===== src/rtl/mem_sub_sequencer.sv =====
// Fetch/decode/execute sequencer for the PC/ROM/IR/RAM/RDR memory subsystem.
// Stalls on the I/O port address until port_ready_i arrives, and faults if it does not arrive in time.
module mem_sub_sequencer #(
  parameter logic [6:0]  PORT_ADDR  = 7'd67,
  parameter int unsigned TIMEOUT    = 15,
  parameter int unsigned ICNT_WIDTH = 16
) (
  input  logic                  clk_i,
  input  logic                  rst_ni,
  input  logic                  run_i,
  input  logic [3:0]            opcode_i,
  input  logic                  i_flag_i,
  input  logic [6:0]            addr_out_i,
  input  logic                  port_ready_i,
  output logic                  rom_cs_o,
  output logic                  rom_oe_o,
  output logic                  ram_cs_o,
  output logic                  ram_oe_o,
  output logic                  pc_en_o,
  output logic                  load_en_o,
  output logic                  ir_en_o,
  output logic                  rdr_en_o,
  output logic                  alu_en_o,
  output logic                  busy_o,
  output logic                  halted_o,
  output logic                  fault_o,
  output logic [ICNT_WIDTH-1:0] icnt_o
);

  // state  | meaning
  // IDLE   | stopped at an instruction boundary, waiting for run_i
  // FETCH  | ROM read, IR capture
  // DECODE | opcode dispatch, PC increment
  // PWAIT  | stalled on the I/O port, timeout running
  // MEMRD  | RAM read into RDR
  // MEMWR  | RAM write
  // EXEC   | PC load (JUMP) or ALU commit
  // RETIRE | instruction count, then FETCH or IDLE
  // HALT   | sticky until reset
  // FAULT  | sticky until reset (port timeout or illegal opcode)
  typedef enum logic [3:0] {
    S_IDLE, S_FETCH, S_DECODE, S_PWAIT, S_MEMRD,
    S_MEMWR, S_EXEC, S_RETIRE, S_HALT, S_FAULT
  } state_t;

  localparam logic [3:0] OP_NOP   = 4'd0;
  localparam logic [3:0] OP_STORE = 4'd1;
  localparam logic [3:0] OP_LOAD  = 4'd2;
  localparam logic [3:0] OP_JUMP  = 4'd3;
  localparam logic [3:0] OP_ALU   = 4'd4;
  localparam logic [3:0] OP_HALT  = 4'd15;
  localparam int         TW       = $clog2(TIMEOUT) + 1;

  state_t          state_q, state_d;
  logic [TW-1:0]   wait_q, wait_d;
  logic            store_q, store_d;
  logic            jump_q, jump_d;
  logic            is_port;
  logic            rom_cs_q, rom_oe_q, ram_cs_q, ram_oe_q;
  logic            load_en_q, ir_en_q, rdr_en_q, alu_en_q;
  logic            busy_q, halted_q, fault_q;
  logic [ICNT_WIDTH-1:0] icnt_q;

  assign is_port = (addr_out_i == PORT_ADDR);

  always_comb begin
    state_d = state_q;
    wait_d  = wait_q;
    store_d = store_q;
    jump_d  = jump_q;
    case (state_q)
      S_IDLE:   if (run_i) state_d = S_FETCH;
      S_FETCH:  state_d = S_DECODE;
      S_DECODE: begin
        store_d = (opcode_i == OP_STORE);
        jump_d  = (opcode_i == OP_JUMP);
        wait_d  = TW'(TIMEOUT - 1);
        case (opcode_i)
          OP_NOP:   state_d = S_RETIRE;
          OP_STORE: state_d = is_port ? S_PWAIT : S_MEMWR;
          OP_LOAD:  state_d = i_flag_i ? S_EXEC : (is_port ? S_PWAIT : S_MEMRD);
          OP_JUMP,
          OP_ALU:   state_d = S_EXEC;
          OP_HALT:  state_d = S_HALT;
          default:  state_d = S_FAULT;
        endcase
      end
      // Ready is tested before the terminal count, so a late ready still wins.
      S_PWAIT: begin
        if (port_ready_i)        state_d = store_q ? S_MEMWR : S_MEMRD;
        else if (wait_q == '0)   state_d = S_FAULT;
        else                     wait_d  = wait_q - 1'b1;
      end
      S_MEMRD:  state_d = S_EXEC;
      S_MEMWR:  state_d = S_RETIRE;
      S_EXEC:   state_d = S_RETIRE;
      S_RETIRE: state_d = run_i ? S_FETCH : S_IDLE;
      S_HALT:   state_d = S_HALT;
      S_FAULT:  state_d = S_FAULT;
      default:  state_d = S_IDLE;
    endcase
  end

  always_ff @(posedge clk_i or negedge rst_ni) begin
    if (!rst_ni) begin
      state_q   <= S_IDLE;
      wait_q    <= '0;
      store_q   <= 1'b0;
      jump_q    <= 1'b0;
      rom_cs_q  <= 1'b1;
      rom_oe_q  <= 1'b1;
      ram_cs_q  <= 1'b1;
      ram_oe_q  <= 1'b1;
      load_en_q <= 1'b0;
      ir_en_q   <= 1'b0;
      rdr_en_q  <= 1'b0;
      alu_en_q  <= 1'b0;
      busy_q    <= 1'b0;
      halted_q  <= 1'b0;
      fault_q   <= 1'b0;
      icnt_q    <= '0;
    end else begin
      state_q   <= state_d;
      wait_q    <= wait_d;
      store_q   <= store_d;
      jump_q    <= jump_d;
      rom_cs_q  <= (state_d != S_FETCH);
      rom_oe_q  <= (state_d != S_FETCH);
      ram_cs_q  <= !(state_d == S_MEMRD || state_d == S_MEMWR);
      ram_oe_q  <= (state_d != S_MEMWR);
      load_en_q <= (state_d == S_EXEC) && jump_d;
      ir_en_q   <= (state_d == S_FETCH);
      rdr_en_q  <= (state_d == S_MEMRD);
      alu_en_q  <= (state_d == S_EXEC) && !jump_d;
      busy_q    <= !(state_d == S_IDLE || state_d == S_HALT || state_d == S_FAULT);
      halted_q  <= (state_d == S_HALT);
      fault_q   <= (state_d == S_FAULT);
      if (state_q == S_RETIRE) icnt_q <= icnt_q + 1'b1;
    end
  end

  // The opcode is only valid once the IR has captured it, so the PC strobe follows DECODE directly.
  assign pc_en_o   = (state_q == S_DECODE) && (opcode_i != OP_JUMP) && (opcode_i != OP_HALT);
  assign rom_cs_o  = rom_cs_q;
  assign rom_oe_o  = rom_oe_q;
  assign ram_cs_o  = ram_cs_q;
  assign ram_oe_o  = ram_oe_q;
  assign load_en_o = load_en_q;
  assign ir_en_o   = ir_en_q;
  assign rdr_en_o  = rdr_en_q;
  assign alu_en_o  = alu_en_q;
  assign busy_o    = busy_q;
  assign halted_o  = halted_q;
  assign fault_o   = fault_q;
  assign icnt_o    = icnt_q;

endmodule


===== config.mk =====
export PLATFORM = sky130hd
export DESIGN_NAME = mem_sub_sequencer
export DESIGN_NICKNAME = d
export VERILOG_FILES = /design/src/rtl/mem_sub_sequencer.sv
export SDC_FILE = /design/constraint.sdc
export NUM_CORES = 1
export LEC_CHECK = 0
export BUFFER_PORTS_ARGS = -buffer_cell sky130_fd_sc_hd__buf_2
export CORE_ASPECT_RATIO = 2
export CORE_MARGIN = 4
export CORE_UTILIZATION = 40
export CTS_CLUSTER_SIZE = 40
export DETAILED_ROUTE_END_ITERATION = 12
export PLACE_DENSITY = 0.69
export SYNTH_ARGS = -nofsm -noshare
export SYNTH_HDL_FRONTEND = slang
export SYNTH_SLANG_ARGS = --single-unit

===== constraint.sdc =====
create_clock -name clk_i -period 2.9 [get_ports clk_i]
set_input_delay 0.725 -clock clk_i [delete_from_list [all_inputs] [get_ports clk_i]]
set_output_delay 0.725 -clock clk_i [all_outputs]
set_load 0.05 [all_outputs]

# Word level (Yosys, flattened, before mapping)
# Cells that the tools add are included.
dict set report word_totals {
  input_bits 16
  ff_bits 37
  output_inout_bits 28
}
dict set report op_classes {
  n_eq_ne 27
  n_reduce_logical 18
  muxes 14
  n_addsub 2
}
# op n
set op_table {}
lappend op_table {{one-hot mux 4 bit (9 select lines)} 1}
lappend op_table {{equality test 4 x 3 -> 1 bit (second input constant)} 8}
lappend op_table {{equality test 4 bit (second input constant)} 5}
lappend op_table {{one-hot mux 4 bit (5 select lines)} 1}
lappend op_table {{adder 16 x 1 -> 16 bit (second input constant)} 1}
lappend op_table {{equality test 4 x 2 -> 1 bit (second input constant)} 4}
lappend op_table {{equality test 4 x 1 -> 1 bit (second input constant)} 3}
lappend op_table {{logical NOT 4 bit} 3}
lappend op_table {{2-to-1 mux 4 bit} 3}
lappend op_table {{2-to-1 mux 5 bit} 2}
lappend op_table {{one-hot mux 5 bit (2 select lines)} 1}
lappend op_table {{2-to-1 mux 3 bit} 3}
lappend op_table {{equality test 7 bit (second input constant)} 1}
lappend op_table {{logical NOT 5 bit} 1}
lappend op_table {{subtractor 5 x 1 -> 5 bit (second input constant)} 1}
lappend op_table {{logical AND 1 bit} 4}
lappend op_table {{!= test 2 bit (second input constant)} 2}
lappend op_table {{!= test 4 x 1 -> 1 bit (second input constant)} 1}
lappend op_table {{!= test 4 x 2 -> 1 bit (second input constant)} 1}
lappend op_table {{!= test 4 x 3 -> 1 bit (second input constant)} 1}
lappend op_table {{!= test 4 bit (second input constant)} 1}
lappend op_table {{OR reduction 2 bit} 2}
lappend op_table {{logical NOT 1 bit} 3}
lappend op_table {{logical OR 1 bit} 3}
lappend op_table {{3 further kinds} 5}

# Longest topological paths before layout
# Gate-level depths: netlist (run 1).
dict set report depth {
  depth_word 9
  depth_mapped 8
  mapped_depth_nobuf 8
}

# Least setup slack after synthesis (run 1)
# OpenSTA, ideal clock, no wires.
dict set report synth_path {
  kind {flip-flop to output port}
  from {register state_q[0]}
  to {output pc_en_o}
  arrival_ns 2.053
  path_stages_with_launch 5
  path_slack_ns 0.122
  cell_sequence {dfrtp_1 -> buf_6 -> or4b_4 -> buf_2 -> a31oi_1}
}
dict set report synth_via {
  elab_chain_len 3
}
# item line
set synth_lines {}
lappend synth_lines {{start: declaration} 54} ;# state_t state_q, state_d;
lappend synth_lines {{start signal: assignment} 123} ;# state_q <= state_d;
lappend synth_lines {{equality test 4 x 2 -> 1 bit} 143} ;# assign pc_en_o = (state_q == S_DECODE) && (opcode_i != OP_JUMP) && (opcode_i != OP_HALT);
lappend synth_lines {{logical AND 1 bit (2 in a row)} 143}
lappend synth_lines {{end: declaration} 19} ;# output logic pc_en_o,
# Every way passes these cells.

# Worst setup path after layout (run 1)
dict set report layout_path {
  from {register state_q[2]}
  to {output pc_en_o}
}
# The elaborated chain is that of the path after synthesis.

==> run_results.csv, run 1 <==
group,metric,value,unit
sta,holdWs,0.476,ns
final_layout,largest_reg_flops,16,
place,portBuffers,43,
routing,drc,0,
clocking,cts_made_buffers,5,
synthesis,synth.distinct_cells,55,
sta,skew,0.00470,ns
routing,drtPass1Iterations,4,
critical_path,crit_path_start,"state_q[2]",
status,outcome,"completed",
clocking,cts_buffer_depth,2,
synthesis,yosysTopAreaCellShare,45.8,%
synthesis,synth_edf_count,0,
power_and_ir_drop,vdd_drop_max,0.745,mV
floorplanning,fp.coreArea,4420,µm²
final_layout,seq_area,930,µm²
clocking,cts-root-buf,"clkbuf_8",
synthesis,synth_area_leaders,"dfrtp_1, xnor2_1, dfstp_2",
critical_path,r2r_slack,0.65,ns
power_and_ir_drop,power.density,999,nW/µm²
routing,wl_per_cell,13.7,µm
global_route,grt_max_degree,38,
final_layout,nNetsFinal,231,
critical_path,r2r-end,"busy_o",
sta,fin_crit_sh,92.5,%
place,hpwl,2830,µm
global_route,grt_antenna_before_repair,0,
global_route,grt_pass1_vias,1394,
sta,hold_violations,0,
synthesis,synth_ff_type,"dfrtp_1",
clocking,cts_tree,"yes",
floorplanning,rows,34,
floorplanning,dieArea,5870,µm²
final_layout,drive_gt1_share,30.0,%
critical_path,setup.worst_path.end,"pc_en_o",
critical_path,critPathRequiredTime,2.17,ns
critical_path,worstPathArrival,1.96,ns
final_layout,fillers,447,
clocking,cts_hold_buf,0,
job,max-cap-violations,0,
floorplanning,start_util,42.0,%
sta,slew_violations,0,
clocking,htreeDepth,2,
sta,max_freq,373,MHz
synthesis,synth-seq-area-share,50.0,%
floorplanning,die_y,104,µm
place,place_area,2090,µm²
synthesis,synthArstFlopShare,100,%
sta,rsz0062_at_grt,"false",
critical_path,ff2ff_path_depth,5,
routing,drt-initial-drc-count,24,
global_route,overflow,0,
final_layout,final_cell_mix,"buf_2, dfrtp_1, nand2_1, xnor2_1",
synthesis,synth_warnings,0,
final_layout,final_common_cell,"buf_2",
place,gp_congestion,0.729,
floorplanning,die_width,56.2,µm
clocking,cts.clk_slew.worst_paths,0.08,ns
clocking,cts.sinks,37,
final_layout,multi_input_area,845,µm²
place,dp.cells,259,
sta,finalSetupViolations,0,
floorplanning,io_pins,44,
synthesis,synth_area,1860,µm²
synthesis,synth_area_per_cell,10.7,µm²
sta,setup-tns-final,0,ns
clocking,cts_setup_buffers,0,
clocking,insertion_delay,0.28,ns
sta,worstMarginPinSlew,0.799,ns
final_layout,stdcell_count,267,
sta,slew_headroom,46.8,%
global_route,grt_use_total,13.6,%
power_and_ir_drop,cellLeakagePower,0.00108,µW
critical_path,r2r_start,"state_q[2]",
critical_path,crit_path_start_kind,"flip-flop",
global_route,grt_pass1_wl,6400,µm
critical_path,crit_fanout,14,
final_layout,antenna-diode-count,0,
routing,ant_nets,0,
synthesis,synth_nets,192,
routing,vias,1401,
routing,totalWireLength,3660,µm
final_layout,synthToLayoutAreaGrowth,19.6,%
min_path,hold_path.class,"reg -> reg",
clocking,post_cts_resized,0,
synthesis,synth_top_area_cell,"dfrtp_1",
routing,vias_per_cell,5.25,
synthesis,ys_ff_latch,37,
final_layout,fin_area,2220,µm²
critical_path,critPathCaptureType,"primary output",
synthesis,netlist_instances,173,
sta,min_period,2.68,ns
critical_path,critPathKind,"reg -> out",
[cells by family after synthesis]
kind of cell             Yosys count  share of synthesized area [%]
AND/OR/NAND/NOR                   67                           21.9
flip-flops                        37                           50.0
AO/OA/AOI/OAI                     25                           11.0
XOR/XNOR                          20                           9.42
buffers and inverters             19                           4.58
adder cells (fa/ha/maj)            3                           2.02
multiplexers                       2                           1.14
[through the flow]
step           total power, µW  utilization, %  setup slack (ns)
4_1_cts                   2260            50.3             0.201
2_1_floorplan             1530               -             0.122
3_3_place_gp              1700            47.2             0.535
6_report                  2220            50.3             0.219
3_5_place_dp              1720            47.2             0.519
5_1_grt                   2390            50.3             0.144
[cells in the mapped netlist, drive strengths merged (2+ instances only)]
master / instances
a211o: 2
a211oi: 2
a21oi: 6
and2: 3
and3: 7
and4: 4
and4b: 2
buf: 5
clkbuf: 6
dfrtp: 34
dfstp: 3
ha: 3
inv: 7
nand2: 15
nand3: 6
nand3b: 3
nand4: 3
nor2: 7
nor3: 4
nor4b: 2
o21ai: 2
or2: 2
or4b: 3
xnor2: 14
xor2: 6
[metal layers]
layer	GRT usage [%]	vias up	wire [µm]
li1	-	696	-
met1	13.4	667	1380
met2	26.0	34	2050
met3	3.23	4	174
met4	5.60	0	49
met5	0	-	0
[power by group]
group	internal (µW)	switching, µW	total, µW
clock	346	182	528
combinational	297	606	903
sequential	657	133	791
[how the worst min path moves through the flow]
stage,slack [ns],from,depth (start not counted),end
after floorplan,0.43,rst_ni,0,alu_en_o
after global placement,0.46,icnt_o[15],1,icnt_o[15]
after detailed placement,0.47,icnt_o[15],1,icnt_o[15]
after CTS,0.48,icnt_o[15],1,icnt_o[15]
after global routing,0.52,icnt_o[15],1,icnt_o[15]
final,0.48,icnt_o[15],1,icnt_o[15]
[cell type report]
cell class,count,share of cell area (%)
Clock buffer,5,3.09
Multi-Input combinational cell,117,38.0
Timing Repair Buffer,43,9.67
Clock inverter,3,3.09
Sequential cell,37,41.8
Tap cell,54,3.04
Inverter,8,1.35
[critical path, stage by stage (launching register included)]
cell and delay [ns]:
dfrtp_1 0.51, or4b_4 0.68, a31oi_1 0.19, buf_2 0.29
No activity file was read; power rests on OpenSTA's default activity.
==> inputs of run 2 (changes only) <==
==> constraint.sdc (replaced) <==
create_clock -name clk_i -period 3.34 [get_ports clk_i]
set_input_delay 0.835 -clock clk_i [delete_from_list [all_inputs] [get_ports clk_i]]
set_output_delay 0.835 -clock clk_i [all_outputs]
set_load 0.05 [all_outputs]
==> run_results.csv, run 2 (same netlist as run 1, synthesis figures left out) <==
group,metric,value,unit
routing,drc,0,
global_route,overflow,0,
clocking,cts_buffer_depth,2,
clocking,cts_setup_buffers,0,
critical_path,critical_path.max_stage_delay,0.68,ns
routing,wl_per_cell,14.0,µm
critical_path,path_buf_inv,1,
power_and_ir_drop,vdd_drop_max,0.473,mV
sta,slew_headroom,45.3,%
clocking,cts_made_buffers,5,
critical_path,r2r-end,"busy_o",
place,portBuffers,43,
floorplanning,dieArea,5870,µm²
final_layout,antenna-diode-count,0,
global_route,grt_pass1_wl,6470,µm
clocking,cts.sinks,37,
place,hpwl,2880,µm
critical_path,crit_fanout,14,
final_layout,drive_gt1_share,30.0,%
final_layout,nNetsFinal,231,
final_layout,final_cell_mix,"buf_2, dfrtp_1, nand2_1, xnor2_1",
critical_path,critPathCaptureType,"primary output",
critical_path,r2r_start,"state_q[2]",
critical_path,critPathKind,"reg -> out",
clocking,insertion_delay,0.29,ns
place,gp_congestion,0.758,
final_layout,synthToLayoutAreaGrowth,17.4,%
min_path,hold_end,"icnt_o[15]",
power_and_ir_drop,cellLeakagePower,0.00107,µW
sta,fin_crit_sh,82.8,%
final_layout,final_common_cell,"buf_2",
routing,drt-initial-drc-count,27,
min_path,worstHoldPathCells,1,
sta,skew,0.00394,ns
floorplanning,die_y,104,µm
global_route,grt_antenna_before_repair,0,
sta,setup-tns-final,0,ns
critical_path,crit_path_start_kind,"flip-flop",
sta,worstMarginPinSlew,0.821,ns
clocking,htreeDepth,2,
clocking,cts_tree,"yes",
floorplanning,start_util,42.0,%
critical_path,worstPathArrival,1.93,ns
final_layout,fillers,450,
clocking,post_cts_resized,0,
sta,hold_violations,0,
routing,ant_nets,0,
final_layout,post-route-util,49.3,%
critical_path,critPathTopFamily,"simple AND/OR/NAND/NOR gates",
global_route,grt_use_total,13.9,%
min_path,hp-start,"icnt_o[15]",
min_path,hold_path.class,"reg -> reg",
power_and_ir_drop,p_total,1800,µW
clocking,cts_hold_buf,0,
routing,vias_per_cell,5.30,
floorplanning,die_width,56.2,µm
routing,vias,1414,
power_and_ir_drop,power.density,824,nW/µm²
clocking,cts-root-buf,"clkbuf_8",
job,max-cap-violations,0,
sta,holdWs,0.469,ns
routing,totalWireLength,3750,µm
final_layout,largest_reg_flops,16,
critical_path,r2r_slack,1.02,ns
routing,drtPass1Iterations,4,
sta,slew_violations,0,
status,outcome,"completed",
critical_path,critPathRequiredTime,2.50,ns
clocking,cts.clk_slew.worst_paths,0.08,ns
floorplanning,io_pins,44,
floorplanning,fp.coreArea,4420,µm²
critical_path,critical_path.slowest_cell,"or4b_4",
sta,finalSetupViolations,0,
floorplanning,rows,34,
critical_path,crit_chain,"or4b_4 -> a31oi_1 -> buf_2",
global_route,grt_pass1_vias,1460,
critical_path,ff2ff_path_depth,5,
sta,min_period,2.77,ns
sta,rsz0062_at_grt,"false",
global_route,grt_max_degree,38,
sta,max_freq,361,MHz
run 2: worst max-delay path by stage:
| stage | cells past startpoint | from | slack, ns | end |
|---|---|---|---|---|
| floorplan | 4 | state_q[0] | 0.45 | pc_en_o |
| global route | 3 | state_q[2] | 0.49 | pc_en_o |
| finish | 3 | state_q[2] | 0.57 | pc_en_o |
| global placement | 6 | opcode_i[3] | 0.83 | busy_o |
| CTS | 3 | state_q[0] | 0.55 | pc_en_o |
| detailed placement | 6 | opcode_i[3] | 0.84 | busy_o |
run 2: report_power, final:
group / internal, µW / leakage (µW) / switching, µW
logic: 257 / 0.000540 / 527
registers: 571 / 0.000475 / 116
clock network: 167 / 0.0000512 / 161
total: 995 / 0.00107 / 804
run 2: metal layers:
| layer | vias up | wire length (µm) | track usage [%] |
|---|---|---|---|
| li1 | 688 | - | - |
| met3 | 12 | 184 | 3.11 |
| met1 | 672 | 1380 | 13.3 |
| met4 | 0 | 111 | 7.30 |
| met2 | 42 | 2080 | 26.5 |
| met5 | - | 0 | 0 |
run 2: area by class of cell:
| cell class | instances | area [µm²] | share of cell area, % |
|---|---|---|---|
| Multi-Input combinational cell | 117 | 845 | 38.7 |
| Inverter | 8 | 30.0 | 1.38 |
| Tap cell | 54 | 67.6 | 3.09 |
| Timing Repair Buffer | 43 | 215 | 9.86 |
| Clock inverter | 2 | 13.8 | 0.630 |
| Sequential cell | 37 | 930 | 42.6 |
| Clock buffer | 6 | 82.6 | 3.78 |
run 2: stage by stage:
step           cells  instance area, µm²  setup slack, ns
3_5_place_dp     259                2090            0.835
6_report         267                2180            0.574
2_1_floorplan    173                1860            0.452
4_1_cts          267                2180            0.551
3_3_place_gp     259                2090            0.832
5_1_grt          267                2180            0.494
==> inputs of run 3 (changes only) <==
--- a/config.mk
+++ b/config.mk
@@ -5,13 +5,14 @@
 export SDC_FILE = /design/constraint.sdc
 export NUM_CORES = 1
 export LEC_CHECK = 0
+export ABC_AREA = 1
 export BUFFER_PORTS_ARGS = -buffer_cell sky130_fd_sc_hd__buf_2
 export CORE_ASPECT_RATIO = 2
 export CORE_MARGIN = 4
 export CORE_UTILIZATION = 40
 export CTS_CLUSTER_SIZE = 40
 export DETAILED_ROUTE_END_ITERATION = 12
-export PLACE_DENSITY = 0.69
+export PLACE_DENSITY = 0.71
 export SYNTH_ARGS = -nofsm -noshare
 export SYNTH_HDL_FRONTEND = slang
 export SYNTH_SLANG_ARGS = --single-unit
==> constraint.sdc (replaced) <==
create_clock -name clk_i -period 2.47 [get_ports clk_i]
set_input_delay 0.6175 -clock clk_i [delete_from_list [all_inputs] [get_ports clk_i]]
set_output_delay 0.6175 -clock clk_i [all_outputs]
set_load 0.05 [all_outputs]
==> run_results.csv, run 3 <==
group,metric,value,unit
clocking,post_cts_resized,0,
synthesis,synth_ff_type,"dfrtp_1",
routing,wl_met2,2240,µm
sta,max_freq,454,MHz
min_path,hold_path.class,"in -> async",
sta,hold_violations,0,
synthesis,synth_warnings,0,
synthesis,synth_area_per_cell,8.49,µm²
final_layout,fin_area,2370,µm²
critical_path,crit_path_start_kind,"flip-flop",
synthesis,synth_edf_count,0,
power_and_ir_drop,cellLeakagePower,0.00131,µW
sta,holdWs,0.416,ns
critical_path,critical_path.slowest_cell,"dfrtp_1",
floorplanning,fp.coreArea,4690,µm²
synthesis,ys_ff_latch,37,
synthesis,synth_top_area_cell,"dfrtp_1",
critical_path,crit_fanout,3,
routing,vias_per_cell,4.75,
floorplanning,rows,35,
global_route,grt_use_total,14.3,%
global_route,grt_antenna_before_repair,0,
global_route,overflow,0,
final_layout,stdcell_count,337,
clocking,cts.sinks,37,
clocking,cts-root-buf,"clkbuf_8",
final_layout,final_common_cell,"nand2_1",
routing,m1WireLength,1410,µm
clocking,insertion_delay,0.28,ns
synthesis,netlist_top_cells_count,"nand2_1, dfrtp_1, nor2_1",
floorplanning,die_y,107,µm
sta,skew,0.00443,ns
synthesis,netlist_instances,232,
place,place_area,2250,µm²
routing,ant_nets,0,
routing,wl_per_cell,11.7,µm
global_route,grt_max_degree,38,
synthesis,synth_area,1970,µm²
final_layout,synthToLayoutAreaGrowth,20.3,%
routing,drc,0,
final_layout,largest_reg_flops,16,
global_route,grt_pass1_wl,6960,µm
routing,vias,1601,
sta,slew_headroom,46.4,%
clocking,cts_hold_buf,0,
synthesis,synth_nets,251,
place,gp_congestion,0.772,
sta,worstMarginPinSlew,0.804,ns
synthesis,yosysTopAreaCellShare,43.2,%
status,outcome,"completed",
floorplanning,die_width,57.6,µm
routing,totalWireLength,3950,µm
final_layout,nNetsFinal,300,
sta,min_period,2.20,ns
clocking,htreeDepth,2,
critical_path,critPathRequiredTime,1.85,ns
place,dp.cells,329,
clocking,cts_tree,"yes",
critical_path,worstPathArrival,1.58,ns
place,portBuffers,43,
sta,fin_crit_sh,89.1,%
synthesis,synth.most_common_cell,"nand2_1",
sta,finalSetupViolations,0,
critical_path,crit_chain,"inv_1 -> nand2_2 -> nor3_2 -> nand2_1 -> nor2_1 -> buf_2",
sta,rsz0062_at_grt,"false",
routing,dr_wl_met3,191,µm
critical_path,critical_path.max_stage_delay,0.41,ns
final_layout,fillers,466,
power_and_ir_drop,vdd_drop_max,0.583,mV
critical_path,critPathKind,"reg -> out",
floorplanning,io_pins,44,
global_route,grt_pass1_vias,1636,
final_layout,antenna-diode-count,0,
power_and_ir_drop,power.density,1060,nW/µm²
job,max-cap-violations,0,
synthesis,synth-seq-area-share,47.2,%
critical_path,critPathCaptureType,"primary output",
floorplanning,start_util,42.1,%
routing,drt-initial-drc-count,21,
sta,setup-tns-final,0,ns
final_layout,drive_gt1_share,29.8,%
synthesis,synth.distinct_cells,32,
routing,drtPass1Iterations,3,
routing,highest_layer,"met4",
clocking,cts.clk_slew.worst_paths,0.07,ns
floorplanning,dieArea,6180,µm²
clocking,cts_buffer_depth,2,
synthesis,synthArstFlopShare,100,%
final_layout,final_cell_mix,"nand2_1, buf_2, dfrtp_1, nor2_1, inv_1",
synthesis,synth_area_leaders,"dfrtp_1, nand2_1, nor2_1",
power_and_ir_drop,p_total,2520,µW
clocking,cts_setup_buffers,0,
sta,slew_violations,0,
clocking,cts_made_buffers,5,
place,hpwl,3200,µm
==> run 3: cell count changes in the layout (fill, tap and decap cells not counted), moves of 6 or more <==
| cell | delta |
|---|---|
| nand2_1 | +46 |
| inv_1 | +21 |
| nor2_1 | +20 |
| nand3_1 | +8 |
| and3_1 | -7 |
| xnor2_1 | -7 |
| inv_2 | +6 |
==> run 3: cells by family after synthesis <==
group	count (synthesis)	share of synthesized area, %
flip-flops	37	47.2
buffers and inverters	36	7.11
AND/OR/NAND/NOR	128	33.5
XOR/XNOR	15	6.67
AO/OA/AOI/OAI	13	3.62
adder cells (fa/ha/maj)	3	1.90
==> run 3: worst max-delay path, delay by kind of cell, from the launching register on <==
kind | cells | cell delay [ns]
and+or+nand+nor | 4 | 0.47
buffers and inverters | 2 | 0.43
DFF | 1 | 0.41
==> run 3: cell type report <==
class,count,area (µm²),area share [%]
Sequential cell,37,930,39.2
Tap cell,55,68.8,2.90
Multi-Input combinational cell,159,901,38.0
Timing Repair Buffer,44,223,9.40
Clock inverter,2,37.5,1.58
Inverter,34,128,5.39
Clock buffer,6,82.6,3.48
==> run 3: path summary, 6_finish.rpt <==
| kind | slack (ns) | to | start | cells after the start |
|---|---|---|---|---|
| max | 0.27 | pc_en_o | state_q[2] | 6 |
| min | 0.42 | icnt_o[4] | rst_ni | 1 |
| max reg2reg | 0.82 | busy_o | wait_q[0] | 11 |
| min reg2reg | 0.47 | icnt_o[15] | icnt_o[15] | 1 |
| max in group asynchronous | 1.54 | icnt_o[12] | rst_ni | 1 |
| min in group clk_i | 0.47 | icnt_o[15] | icnt_o[15] | 1 |
==> run 3: per-stage QoR <==
| stage | setup slack, ns | utilization, % |
|---|---|---|
| 2_1_floorplan | 0.188 | - |
| 6_report | 0.268 | 50.6 |
| 3_3_place_gp | 0.500 | 48.0 |
| 3_5_place_dp | 0.458 | 48.0 |
| 4_1_cts | 0.230 | 50.6 |
| 5_1_grt | 0.113 | 50.6 |
==> run 3: layer usage <==
layer | GRT usage [%] | up-vias
li1 | - | 816
met1 | 14.2 | 739
met2 | 27.3 | 39
met3 | 2.76 | 7
met4 | 5.97 | 0
met5 | 0 | -
==> run 3: power by group <==
part / internal, µW / total (µW) / switching (µW)
Sequential: 762 / 884 / 123
Combinational: 289 / 1090 / 804
Clock: 328 / 539 / 211
Total: 1380 / 2520 / 1140
